[src/rtl/vga_delay_line.sv]
// Tap-selectable delay line for VGA sync/blank/RGB with fill tracking and idle output levels.
// Optional synchronous line clear input `flush` when VGA_DELAY_FLUSH_EN is defined.
module vga_delay_line #(
    parameter int unsigned DATA_W    = 12,
    parameter int unsigned DEPTH     = 4,
    parameter logic        SYNC_IDLE = 1'b0,
    localparam int unsigned SEL_W    = $clog2(DEPTH + 1)
) (
    input  logic              pclk,
    input  logic              rst_n,
`ifdef VGA_DELAY_FLUSH_EN
    input  logic              flush,
`endif
    input  logic [SEL_W-1:0]  delay_sel,
    input  logic              hsync_in,
    input  logic              vsync_in,
    input  logic              hblnk_in,
    input  logic              vblnk_in,
    input  logic [DATA_W-1:0] rgb_in,
    output logic              hsync_out,
    output logic              vsync_out,
    output logic              hblnk_out,
    output logic              vblnk_out,
    output logic [DATA_W-1:0] rgb_out,
    output logic              primed
);

    localparam int unsigned      STG_W     = DATA_W + 4;
    localparam logic [STG_W-1:0] IDLE_WORD = {SYNC_IDLE, SYNC_IDLE, 2'b11, {DATA_W{1'b0}}};
    localparam logic [SEL_W-1:0] DEPTH_SEL = SEL_W'(DEPTH);

    logic [STG_W-1:0] r_stage [1:DEPTH];
    logic [DEPTH:1]   r_valid;
    logic             w_clear;
    logic [SEL_W-1:0] w_d_eff;
    logic [STG_W-1:0] w_tap;
    logic             w_tap_valid;

`ifdef VGA_DELAY_FLUSH_EN
    assign w_clear = flush;
`else
    assign w_clear = 1'b0;
`endif

    // NOTE: every stage is reset, not just the valid bits, so the line holds defined idle levels.
    always_ff @(posedge pclk or negedge rst_n) begin
        if (!rst_n) begin
            for (int k = 1; k <= DEPTH; k++) begin
                r_stage[k] <= IDLE_WORD;
            end
            r_valid <= '0;
        end else if (w_clear) begin
            for (int k = 1; k <= DEPTH; k++) begin
                r_stage[k] <= IDLE_WORD;
            end
            r_valid <= '0;
        end else begin
            // NOTE: non-blocking assignments make every stage capture its predecessor's old value.
            r_stage[1] <= {hsync_in, vsync_in, hblnk_in, vblnk_in, rgb_in};
            r_valid[1] <= 1'b1;
            for (int k = 2; k <= DEPTH; k++) begin
                r_stage[k] <= r_stage[k-1];
                r_valid[k] <= r_valid[k-1];
            end
        end
    end

    always_comb begin
        if (delay_sel == '0) begin
            w_d_eff = SEL_W'(1);
        end else if (delay_sel > DEPTH_SEL) begin
            w_d_eff = DEPTH_SEL;
        end else begin
            w_d_eff = delay_sel;
        end
    end

    // NOTE: defaults first so no path through the tap mux infers a latch.
    always_comb begin
        w_tap       = IDLE_WORD;
        w_tap_valid = 1'b0;
        for (int k = 1; k <= DEPTH; k++) begin
            if (w_d_eff == SEL_W'(k)) begin
                w_tap       = r_stage[k];
                w_tap_valid = r_valid[k];
            end
        end
    end

    assign primed = w_tap_valid;
    assign {hsync_out, vsync_out, hblnk_out, vblnk_out, rgb_out} = w_tap_valid ? w_tap : IDLE_WORD;

endmodule
[config.mk]
export PLATFORM = sky130hd
export DESIGN_NAME = vga_delay_line
export DESIGN_NICKNAME = d
export VERILOG_FILES = /design/src/rtl/vga_delay_line.sv
export SDC_FILE = /design/constraint.sdc
export NUM_CORES = 1
export LEC_CHECK = 0
export ABC_AREA = 1
export BUFFER_PORTS_ARGS = -buffer_cell sky130_fd_sc_hd__buf_4
export CAP_MARGIN = 30
export CORE_MARGIN = 8
export CORE_UTILIZATION = 45
export CTS_CLUSTER_DIAMETER = 60
export DETAILED_ROUTE_END_ITERATION = 7
export PLACE_DENSITY = 0.72
export REMOVE_ABC_BUFFERS = 1
export SYNTH_ARGS = -nofsm -noshare
export SYNTH_HDL_FRONTEND = slang
export SYNTH_SLANG_ARGS = --single-unit
[constraint.sdc]
create_clock -name pclk -period 1.7 [get_ports pclk]
set_input_delay 0.255 -clock pclk [delete_from_list [all_inputs] [get_ports pclk]]
set_output_delay 0.255 -clock pclk [all_outputs]
set_load 0.05 [all_outputs]
==> flow_summary_export.csv <==
group,metric,value,unit
run_status,run_status,"complete, but fails checks",
run_status,failed_checks,"negative setup slack",
final_layout,final_net_count,288,
clock_tree,worstSkewPairLatency,0.33,ns
power,power.share.clock,32.2,%
route,vias_per_cell,4.718,
synth,asyncSetResetFlopFracSynth,100.0,%
synth,synth.yosys.seq_area_share,69.55,%
final_layout,nFillCells,424,
synth,netlist_instances,209,
worst_setup_path,worstPathRequired,1.44,ns
grt,antenna_violations_before_repair,0,
grt,grt_first_pass_wirelength,8128,um
timing,layout_worst_path_cycle_share,105.3,%
clock_tree,clk_pin_slew_worst_paths,0.07,ns
route,avgRoutedWirePerCell,13.92,um
clock_tree,numClockSinks,68,
synth,postSynthRegisterBits,68,
placed_design,place.gp.congestion,0.7210,
placed_design,place.port_buffers,37,
power,switchingPower,913.2,uW
final_layout,syn2layout_area_growth,36.15,%
floorplan,die-area,8092,um2
timing,final-max-slew-violation-count,0,
synth,yosys.cell_types.count,22,
synth,synth.avg_cell_area,11.78,um2
power,power.share.combinational,16.8,%
floorplan,core_area,5405,um2
final_layout,drive_gt1_share,35.29,%
clock_tree,cts_max_path_buffers,2,
route,drt-total-wl,4789,um
worst_setup_path,timing_worst_setup_path_type,"reg -> out",
floorplan,boundaryPins,38,
grt,global_route.overflow_total,0,
worst_setup_path,worstSetupStartpointType,"register",
floorplan,vert_die_dim,89.96,um
clock_tree,cts-buffers-inserted,9,
power,p_total,3.417,mW
floorplan,die-width,89.96,um
placed_design,dpl.hpwl,3008,um
grt,first_global_vias,1642,
clock_tree,cts_tree,"yes",
route,detailroute.via_count,1623,
final_layout,diodes,0,
job,timing.max_cap.violations,0,
clock_tree,cts_htree_levels,3,
route,drt.antenna.violating_nets,0,
worst_setup_path,critPathCaptureType,"primary output",
power,internal_power,2.504,mW
worst_hold_path,min_path_type,"in -> reg",
clock_tree,root_buffer,"clkbuf_8",
timing,maximum_frequency_from_static_timing_analysis,0.5586,GHz
timing,timing.final.hold_violations,0,
power,p_leak,1.512,nW
floorplan,initial_util,45.53,%
grt,grt_start_max_net_pins,38,
worst_setup_path,crit_arrival,1.54,ns
timing,fin_tns_setup,-0.8900,ns
power,p_per_area,1020,nW/um2
final_layout,multi_input_comb_area,764.5,um2
timing,rsz_0062_raised_after_global_routing,"yes",
floorplan,number_of_placement_rows,27,
grt,gr-usage-all-layers,12.72,%
final_layout,area.sequential,1712,um2
timing,timing.hold.ws,0.02376,ns
timing,setup_viols_final,12,
route,dr.pass1.iters,4,
route,drt_iter0_markers,95,
timing,clock_skew,0.004060,ns
synth,yosysWarningCount,0,
synth,synth-edff-count,0,
worst_setup_path,crit_fanout,5,
synth,syn_area,2461,um2
power,vdd_drop_max,677.0,uV
timing,post-route-worst-setup-slack,-0.09012,ns
synth,synth-main-ff-cell,"dfrtp_1",
power,power.switching_fraction,26.72,%
route,drc,0,
power,p_seq_share,51.0,%
timing,final_period_minus_worst_setup_slack,1.790,ns
state kept, by name, summed over array words and instances, names as in the netlist:
| name | flops |
|---|---|
| r_valid | 4 |
| r_stage | 64 |
layout by cell type, fill, tap and decap left out:
cell type      synthesis  final
nand3_1               28     28
inv_1                  5      5
nand2_2                1      1
nand4_1                1      1
dfrtp_1               60     60
dlygate4sd3_1          0      7
nand3_2                3      3
nand2_1               54     54
clkinv_2               0      2
buf_8                  0      2
buf_4                  2     25
buf_12                 0      6
or2_0                  3      3
or2_2                  3      3
a21oi_2               10      1
nor2_1                 2      2
buf_6                  4     17
o21ai_2                0      1
o21ai_1                0      1
or2_1                 10     10
dfstp_2                8      8
a21oi_4                0     13
clkbuf_1               1      4
conb_1                 1      1
nor2_4                 3      3
clkbuf_8               0     10
inv_2                  1      1
cell type report:
| cell class | count | share of cell area [%] |
|---|---|---|
| Sequential cell | 68 | 51.08 |
| Multi-Input combinational cell | 125 | 22.82 |
| Timing Repair Buffer | 57 | 17.89 |
| Clock buffer | 14 | 4.556 |
| Tap cell | 72 | 2.689 |
| Inverter | 6 | 0.6721 |
| Clock inverter | 2 | 0.2987 |
metal layers:
metal | up-vias | GRT usage (%) | part of all wire (%)
li1 | 788 | - | -
met1 | 785 | 17.21 | 48
met2 | 39 | 17.12 | 44
met3 | 11 | 4.904 | 5.2
met4 | 0 | 6.657 | 2.1
met5 | - | 0 | 0
synthesized netlist by cell type, types with 3 or more instances:
master | number | area share, %
dfrtp_1 | 60 | 61
buf_6 | 4 | 1.8
a21oi_2 | 10 | 3.6
a21oi_1 | 4 | 0.81
or2_2 | 3 | 0.76
nand2_1 | 54 | 8.2
or2_0 | 3 | 0.76
nand3_1 | 28 | 5.7
nor2_4 | 3 | 1.4
nand3_2 | 3 | 1.2
dfstp_2 | 8 | 8.5
inv_1 | 5 | 0.76
buf_2 | 3 | 0.61
or2_1 | 10 | 2.5
critical path, stage by stage, from the launching register on:
cell,delay (ns)
dfrtp_1,0.37
nand4_1,0.11
nand3_2,0.10
nor2_4,0.05
buf_12,0.12
buf_12,0.14
a21oi_4,0.13
buf_6,0.18
power by group through the flow:
stage | logic [mW] | registers [mW] | clock network (mW)
6_report | 0.573 | 1.74 | 1.10
5_1_grt | 0.613 | 1.75 | 1.23
4_1_cts | 0.559 | 1.74 | 1.14
3_5_place_dp | 0.445 | 1.77 | 0
3_3_place_gp | 0.442 | 1.77 | 0
2_1_floorplan | 0.247 | 1.76 | 0
final timing paths:
path | end | startpoint | slack [ns] | cells after the start
worst max-delay path | rgb_out[1] | r_valid[3] | -0.09 | 7
worst min-delay path | r_stage[58] | rgb_in[10] | 0.02 | 1
worst max register to register | r_valid[4] | r_valid[3] | 0.96 | 2
worst min register to register | r_stage[44] | r_stage[60] | 0.36 | 0
max in group asynchronous | r_stage[35] | rst_n | 0.72 | 3
min in group asynchronous | r_stage[9] | rst_n | 0.42 | 2
what timing repair did:
action / in CTS / in global routing
hold buffers: 1 / 6
hold endpoints to repair: 27 / 6
pin swaps: 6 / 1
setup endpoints to repair: 17 / 17
cloned: 1 / 0
resized for setup: 34 / 8
setup buffers: 5 / 1
logic make-up after synthesis:
logic type      synth area share [%]
simple gates                   21.40
flops                          69.55
compound gates                 4.779
buf+inv                        4.117
other cells                   0.1524
per-stage QoR:
stage	instance area [um2]	utilization [%]	worst slack (ns)	cells
2_1_floorplan	2382	-	-0.1889	199
3_3_place_gp	2853	52.78	-0.02840	315
3_5_place_dp	2853	52.78	-0.08121	315
4_1_cts	3262	60.35	-0.07680	338
5_1_grt	3351	61.99	-0.1579	344
6_report	3351	61.99	-0.09012	344
Note: power is estimated with default switching activity, not from simulation.
